File: config.mk
export PLATFORM = sky130hd
export DESIGN_NAME = ntt_ctrl
export DESIGN_NICKNAME = d
export VERILOG_FILES = /design/src/rtl/ntt_pkg.sv /design/src/rtl/ntt_addr_gen.sv /design/src/rtl/ntt_ctrl.sv
export SDC_FILE = /design/constraint.sdc
export NUM_CORES = 1
export LEC_CHECK = 0
export BUFFER_PORTS_ARGS = -buffer_cell sky130_fd_sc_hd__buf_2
export CORE_UTILIZATION = 53
export DETAILED_ROUTE_END_ITERATION = 6
export GPL_TIMING_DRIVEN = 0
export HOLD_SLACK_MARGIN = 0.12
export PLACE_DENSITY = 0.75
export SETUP_SLACK_MARGIN = 0.02
export SYNTH_ARGS = -nofsm -noshare
export SYNTH_HDL_FRONTEND = slang
export SYNTH_SLANG_ARGS = --single-unit
File: constraint.sdc
create_clock -name i_clk -period 3.9 [get_ports i_clk]
set_input_delay 0.585 -clock i_clk [delete_from_list [all_inputs] [get_ports i_clk]]
set_output_delay 0.585 -clock i_clk [all_outputs]
set_load 0.005 [all_outputs]
File: src/rtl/ntt_pkg.sv
// Shared definitions for the NTT sequencer: geometry, latencies, FSM states
// and the write-back delay-line entry.
package ntt_pkg;

   localparam int N       = 256;
   localparam int LOG_N   = 8;
   localparam int ADDR_W  = 8;
   localparam int RD_LAT  = 1;
   localparam int BFU_LAT = 4;

   // Derived constants
   localparam int HALF_N  = N / 2;
   localparam int IDX_W   = ADDR_W - 1;          // butterfly index within a layer
   localparam int LAYER_W = $clog2(LOG_N);       // layer counter width
   localparam int WB_DLY  = RD_LAT + BFU_LAT;    // read-to-write distance, cycles
   localparam int DRN_W   = $clog2(WB_DLY);      // drain counter width

   typedef enum logic [1:0] {
      IDLE,
      ISSUE,
      DRAIN,
      FINISH
   } ntt_state_e;

   typedef logic [ADDR_W-1:0] coef_addr_t;

   // One stage of the write-back delay line
   typedef struct packed {
      logic       en;
      coef_addr_t a;
      coef_addr_t b;
   } wb_t;

endpackage

File: src/rtl/ntt_addr_gen.sv
// Butterfly address generator. Holds the layer and in-layer index counters
// and derives the pair addresses and twiddle index arithmetically from them.
// The counters always point at the next butterfly to be issued; after the
// final butterfly of the final layer they fall back to layer 0, index 0.
module ntt_addr_gen
   import ntt_pkg::*;
(
   input  logic       clk,
   input  logic       rst,
   input  logic       step,
   input  logic       intt,
   output coef_addr_t rd_a,
   output coef_addr_t rd_b,
   output coef_addr_t tw_addr,
   output logic       last_in_layer,
   output logic       last_layer
);

   logic [IDX_W-1:0]   idx_reg;
   logic [LAYER_W-1:0] layer_reg;

   logic [LAYER_W-1:0] lg;
   coef_addr_t         idx_ext;
   coef_addr_t         span;
   coef_addr_t         low;
   coef_addr_t         grp;
   coef_addr_t         a_val;

   assign last_in_layer = (idx_reg == IDX_W'(HALF_N - 1));
   assign last_layer    = (layer_reg == LAYER_W'(LOG_N - 1));

   // Advance one butterfly per step; end of layer is detected by index value
   always_ff @(posedge clk or posedge rst) begin
      if (rst) begin
         idx_reg   <= '0;
         layer_reg <= '0;
      end else if (step) begin
         if (last_in_layer) begin
            idx_reg   <= '0;
            layer_reg <= last_layer ? '0 : layer_reg + LAYER_W'(1);
         end else begin
            idx_reg   <= idx_reg + IDX_W'(1);
         end
      end
   end

   // Split the index into group and offset around the butterfly span:
   // forward spans shrink N/2..1, inverse spans grow 1..N/2
   always_comb begin
      lg      = intt ? layer_reg : LAYER_W'(LOG_N - 1) - layer_reg;
      idx_ext = coef_addr_t'(idx_reg);
      span    = coef_addr_t'(1) << lg;
      low     = idx_ext & (span - coef_addr_t'(1));
      grp     = idx_ext >> lg;
      a_val   = ((grp << lg) << 1) | low;
   end

   // Pair addresses and twiddle index; inverse counts down from N-1 and
   // relies on modulo-2^ADDR_W arithmetic when the start value is N-1
   always_comb begin
      rd_a = a_val;
      rd_b = a_val | span;
      if (intt) begin
         tw_addr = (((coef_addr_t'(HALF_N) >> lg) << 1) - coef_addr_t'(1)) - grp;
      end else begin
         tw_addr = (coef_addr_t'(HALF_N) >> lg) + grp;
      end
   end

endmodule

File: src/rtl/ntt_ctrl.sv
// NTT/INTT sequencer for a single pipelined butterfly unit.
// Issues N/2 butterflies per layer, drains RD_LAT+BFU_LAT cycles between
// layers so every write lands before the next layer reads, and delays the
// read addresses to form the write-back addresses.
// Optional feature: define NTT_CTRL_PERF_EN to add the o_cycles busy counter.
module ntt_ctrl
   import ntt_pkg::*;
(
   input  logic              i_clk,
   input  logic              i_rst,
   input  logic              i_start,
   input  logic              i_intt,
   output logic              o_busy,
   output logic              o_done,
   output logic              o_rd_en,
   output logic [ADDR_W-1:0] o_rd_addr_a,
   output logic [ADDR_W-1:0] o_rd_addr_b,
   output logic [ADDR_W-1:0] o_tw_addr,
   output logic              o_bfu_intt,
   output logic              o_bfu_skip,
   output logic              o_wr_en,
   output logic [ADDR_W-1:0] o_wr_addr_a,
   output logic [ADDR_W-1:0] o_wr_addr_b
`ifdef NTT_CTRL_PERF_EN
   ,
   output logic [15:0]       o_cycles
`endif
);

   ntt_state_e       state_reg;
   ntt_state_e       state_next;
   logic [DRN_W-1:0] drain_cnt_reg;
   logic             end_layer_reg;   // butterfly on the outputs closes its layer
   logic             end_op_reg;      // ... and that layer is the last one
   logic             issue;           // a butterfly is launched at this edge
   logic             accept;          // i_start is taken at this edge
   logic             gen_intt;

   coef_addr_t       gen_a;
   coef_addr_t       gen_b;
   coef_addr_t       gen_tw;
   logic             gen_last_in_layer;
   logic             gen_last_layer;

   wb_t              wb_reg [WB_DLY];

   // The mode register only changes on acceptance, so the generator sees the
   // incoming request mode for the very first butterfly
   assign gen_intt   = accept ? i_intt : o_bfu_intt;
   assign o_bfu_skip = 1'b0;

   ntt_addr_gen u_addr_gen (
      .clk           (i_clk),
      .rst           (i_rst),
      .step          (issue),
      .intt          (gen_intt),
      .rd_a          (gen_a),
      .rd_b          (gen_b),
      .tw_addr       (gen_tw),
      .last_in_layer (gen_last_in_layer),
      .last_layer    (gen_last_layer)
   );

   // State register
   always_ff @(posedge i_clk or posedge i_rst) begin
      if (i_rst) begin
         state_reg <= IDLE;
      end else begin
         state_reg <= state_next;
      end
   end

   // Next-state logic and issue/accept strobes
   always_comb begin
      state_next = state_reg;
      issue      = 1'b0;
      accept     = 1'b0;
      case (state_reg)
         IDLE: begin
            if (i_start) begin
               accept     = 1'b1;
               issue      = 1'b1;
               state_next = ISSUE;
            end
         end
         ISSUE: begin
            if (end_layer_reg) begin
               state_next = DRAIN;
            end else begin
               issue = 1'b1;
            end
         end
         DRAIN: begin
            if (drain_cnt_reg == DRN_W'(WB_DLY - 1)) begin
               if (end_op_reg) begin
                  state_next = FINISH;
               end else begin
                  issue      = 1'b1;
                  state_next = ISSUE;
               end
            end
         end
         FINISH: begin
            state_next = IDLE;
         end
         default: begin
            state_next = IDLE;
         end
      endcase
   end

   // Drain length counter, parked at 0 outside DRAIN
   always_ff @(posedge i_clk or posedge i_rst) begin
      if (i_rst) begin
         drain_cnt_reg <= '0;
      end else if (state_reg != DRAIN) begin
         drain_cnt_reg <= '0;
      end else begin
         drain_cnt_reg <= drain_cnt_reg + DRN_W'(1);
      end
   end

   // Remember whether the butterfly just issued ends its layer / the operation
   always_ff @(posedge i_clk or posedge i_rst) begin
      if (i_rst) begin
         end_layer_reg <= 1'b0;
         end_op_reg    <= 1'b0;
      end else if (issue) begin
         end_layer_reg <= gen_last_in_layer;
         end_op_reg    <= gen_last_in_layer & gen_last_layer;
      end
   end

   // Registered read-side and status outputs
   always_ff @(posedge i_clk or posedge i_rst) begin
      if (i_rst) begin
         o_busy      <= 1'b0;
         o_done      <= 1'b0;
         o_rd_en     <= 1'b0;
         o_rd_addr_a <= '0;
         o_rd_addr_b <= '0;
         o_tw_addr   <= '0;
         o_bfu_intt  <= 1'b0;
      end else begin
         o_busy      <= (state_next == ISSUE) || (state_next == DRAIN);
         o_done      <= (state_next == FINISH);
         o_rd_en     <= issue;
         o_rd_addr_a <= issue ? gen_a  : '0;
         o_rd_addr_b <= issue ? gen_b  : '0;
         o_tw_addr   <= issue ? gen_tw : '0;
         if (accept) begin
            o_bfu_intt <= i_intt;
         end
      end
   end

   // Write-back delay line: read strobe and pair addresses shifted WB_DLY cycles
   for (genvar gi = 0; gi < WB_DLY; gi++) begin : g_wb
      if (gi == 0) begin : g_head
         // First stage captures the registered read request
         always_ff @(posedge i_clk or posedge i_rst) begin
            if (i_rst) begin
               wb_reg[gi] <= '0;
            end else begin
               wb_reg[gi] <= '{en: o_rd_en, a: o_rd_addr_a, b: o_rd_addr_b};
            end
         end
      end else begin : g_tail
         // Later stages shift the previous stage along
         always_ff @(posedge i_clk or posedge i_rst) begin
            if (i_rst) begin
               wb_reg[gi] <= '0;
            end else begin
               wb_reg[gi] <= wb_reg[gi-1];
            end
         end
      end
   end

   assign o_wr_en     = wb_reg[WB_DLY-1].en;
   assign o_wr_addr_a = wb_reg[WB_DLY-1].a;
   assign o_wr_addr_b = wb_reg[WB_DLY-1].b;

`ifdef NTT_CTRL_PERF_EN
   // Busy-cycle counter: cleared on acceptance, frozen once busy drops
   always_ff @(posedge i_clk or posedge i_rst) begin
      if (i_rst) begin
         o_cycles <= '0;
      end else if (accept) begin
         o_cycles <= '0;
      end else if (o_busy) begin
         o_cycles <= o_cycles + 16'd1;
      end
   end
`endif

endmodule

==> impl_results.md <==
- Met2 global-route usage: 0.399
- Clk slew on worst S/H paths: 0.06 ns
- CTS Buffer Depth: 2
- Area delta synth->final: 21.9%
- Worst setup EP type: flop
- Pin count of the biggest net entering global routing: 46
- Most frequent cells in the layout: dfrtp_1 (130), buf_2 (53), nand2_1 (45)
- Max Cap Violations: 0
- I/O pins: 50
- Asr flop ratio synth: 1.00
- CTS Root Cell: clkbuf_8
- Total CTS buffers: 17
- Antenna violations before repair: 0
- LEAKAGE: 3.10 nW
- Fillers: 767
- Worst hold path class: primary input to asynchronous set/reset pin
- Diode count: 0
- Seq/Total Area, Yosys: 0.580
- Max stage delay on crit path: 0.46 ns
- Slew @ Worst Pin: 0.903 ns
- Cells after synthesis: 485
- Busiest metal layer after global routing: met2
- Final Power: 3.17 mW
- Pwr/cell area: 464 nW/um^2
- GPL Wtd Cong: 0.924
- Commonest non-fill, non-tap cell in the layout: dfrtp_1
- RSZ-0062 raised after global routing: yes
- Top_reg_cell synth: dfrtp_1
- Setup slack at placement: -0.603 ns
- DRC violations left: 0
- # setup viols final: 0
- Die width: 105 um
- Fin. max-slew vios: 0
- CP max-delay cell: or3b_4
- CP Data Required Time: 4.29 ns
- Fmax: 268 MHz
- Min cycle time layout: 3.73 ns
- #FFs+latches synth: 130
- H-tree levels: 4
- Setup CP Type: flop to flop
- CP top delay family: simple AND/OR/NAND/NOR gates
- Mapped Avg Cell Area: 11.6 sq um
- Buf/Inv on CP: 3
- Initial Util: 0.546
- Max FO, Critical Path: 10
- Top cells by area, synth: dfrtp_1 (58%), nand2_1 (3.0%), ha_1 (2.9%), a21oi_1 (2.3%), buf_4 (2.3%)
- Outcome: finished clean
- Syn nets: 504
- Sequential Area: 3250 sq um
- NumNets Final: 584
- Final Hold Vio Count: 0
- Final core area utilization: 0.665
- Max reg flops: 68
- DRT iter0 DRCs: 238
- Setup Total Neg Slack: 0 ns
- GR Util met3: 0.0699
- Area of the mapped netlist: 5610 sq um
- CTS tree: built
- Max-slew headroom: 0.397
- Leading area contributor after synthesis: dfrtp_1
- WL final: 12700 um
- Num rows: 37
- Routing usage on met1: 0.319
- Hpwl dp: 8500 um
- Yosys cell types: 78
- Clock Latency Late Sink: 0.52 ns
- DRT Pass-1 Iters: 5
- Vert. Die Dim: 105 um
- Fin worst setup slack: 0.170 ns
- Clock Skews: 0.00874 ns
- Cells along the critical path: or3b_4 > mux2i_4 > buf_12 > buf_2 > or4_1 > nand4_1 > nand2_1 > inv_1 > ha_1 > a21oi_2 > o31a_1 > o22ai_2 > o22ai_1 > mux2i_1 > o31ai_2
- Critical Path AT: 4.12 ns
- Layout cell share with drive strength beyond 1: 0.273
- Global-route wire length before repair: 20700 um
- Total track usage: 0.252
- CP Launch Type: flop
- Cts hold-fix bufs: 0
- Vias per cell: 5.68
- Die footprint: 11000 sq um
- Synth Warn #: 0
- Multi-input logic area: 2130 sq um
- CORE AREA: 10300 sq um
- Number of global-route vias before repair: 4053
- Avg WL per Cell: 17.7 um
- Synth top area share: 0.580
- Routed via count: 4054
- IO buf count: 48
- Post-synth EDFFs: 0
- Post-route ant nets: 0
- Total grt overflow: 0
- Final period utilization: 0.956
- Clk sinks: 130
- Max VDD drop: 0.256 mV
## Yosys cell counts (4+ instances only)
master    count
o21ai_0      15
mux2i_1      10
a21oi_1      26
xnor2_1      14
buf_4        17
nand2_1      45
ha_1         13
clkbuf_1     23
a21o_1        6
nor2_1       23
nand3_1      11
o211ai_1      4
and3_1        4
nor3b_1       4
nor3_1       13
nor2b_1       5
nand2b_1      5
a211oi_1      6
inv_1        11
xor2_1        4
dfrtp_1     130
and2_1        5
nand3b_1      7
## metrics by stage
step | instances | hold WS, ns | instance area [sq um]
3_5_place_dp | 671 | 0.335 | 6060
5_1_grt | 714 | 0.307 | 6840
6_report | 714 | 0.247 | 6840
4_1_cts | 706 | 0.270 | 6690
2_1_floorplan | 485 | 0.331 | 5610
3_3_place_gp | 669 | 0.332 | 6020
## worst paths after layout
path	end	startpoint	depth (start not counted)	slack, ns
max in group asynchronous	o_tw_addr[0]	i_rst	4	2.66
hold reg to reg	wb_reg[38]	wb_reg[55]	0	0.34
hold / removal	wb_reg[46]	i_rst	2	0.25
setup / recovery	o_tw_addr[6]	state_reg[1]	15	0.17
min in group i_clk	wb_reg[38]	wb_reg[55]	0	0.34
setup reg to reg	o_tw_addr[6]	state_reg[1]	15	0.17
## logic make-up after synthesis
group | Yosys count | share of synthesized area
xor+xnor | 19 | 0.0330
other cells | 1 | 0.000669
buf+inv | 59 | 0.0535
flops | 130 | 0.580
simple gates | 145 | 0.139
fa+ha+maj | 15 | 0.0361
mux | 15 | 0.0319
compound gates | 101 | 0.126
## timing repair
item / 4_1_cts / 5_1_grt
hold endpoints to repair: 0 / 0
buffers inserted: 3 / 8
gates resized for setup: 9 / 24
setup endpoints to repair: 3 / 4
pin swaps: 0 / 1
## layer usage
| layer | vias to the layer above | share of wire | routed length [um] |
|---|---|---|---|
| li1 | 1860 | - | - |
| met1 | 2020 | 0.42 | 5350 |
| met2 | 147 | 0.49 | 6170 |
| met3 | 27 | 0.064 | 806 |
| met4 | 0 | 0.026 | 331 |
| met5 | - | 0 | 0 |
## power breakdown
part           switching (mW)  internal, mW  total [mW]
sequential             0.0146          1.40        1.41
clock                   0.613         0.956        1.57
combinational           0.112        0.0812       0.193
## area by class of cell
class,instances,area share
Sequential cell,130,0.476
Multi-Input combinational cell,296,0.311
Clock buffer,19,0.0646
Timing Repair Buffer,61,0.0549
Buffer,47,0.0395
Tap cell,136,0.0249
Clock inverter,13,0.0218
Inverter,12,0.00750
## worst register-to-register path, delay by kind of cell (launching register included)
family | cells | cell delay, ns
AO/OA/AOI/OAI | 5 | 0.76
adder cells (fa/ha/maj) | 1 | 0.25
AND/OR/NAND/NOR | 4 | 1.19
multiplexers | 2 | 0.50
buffers and inverters | 3 | 0.47
flip-flops | 1 | 0.44
(Power assumes the default switching activity.)
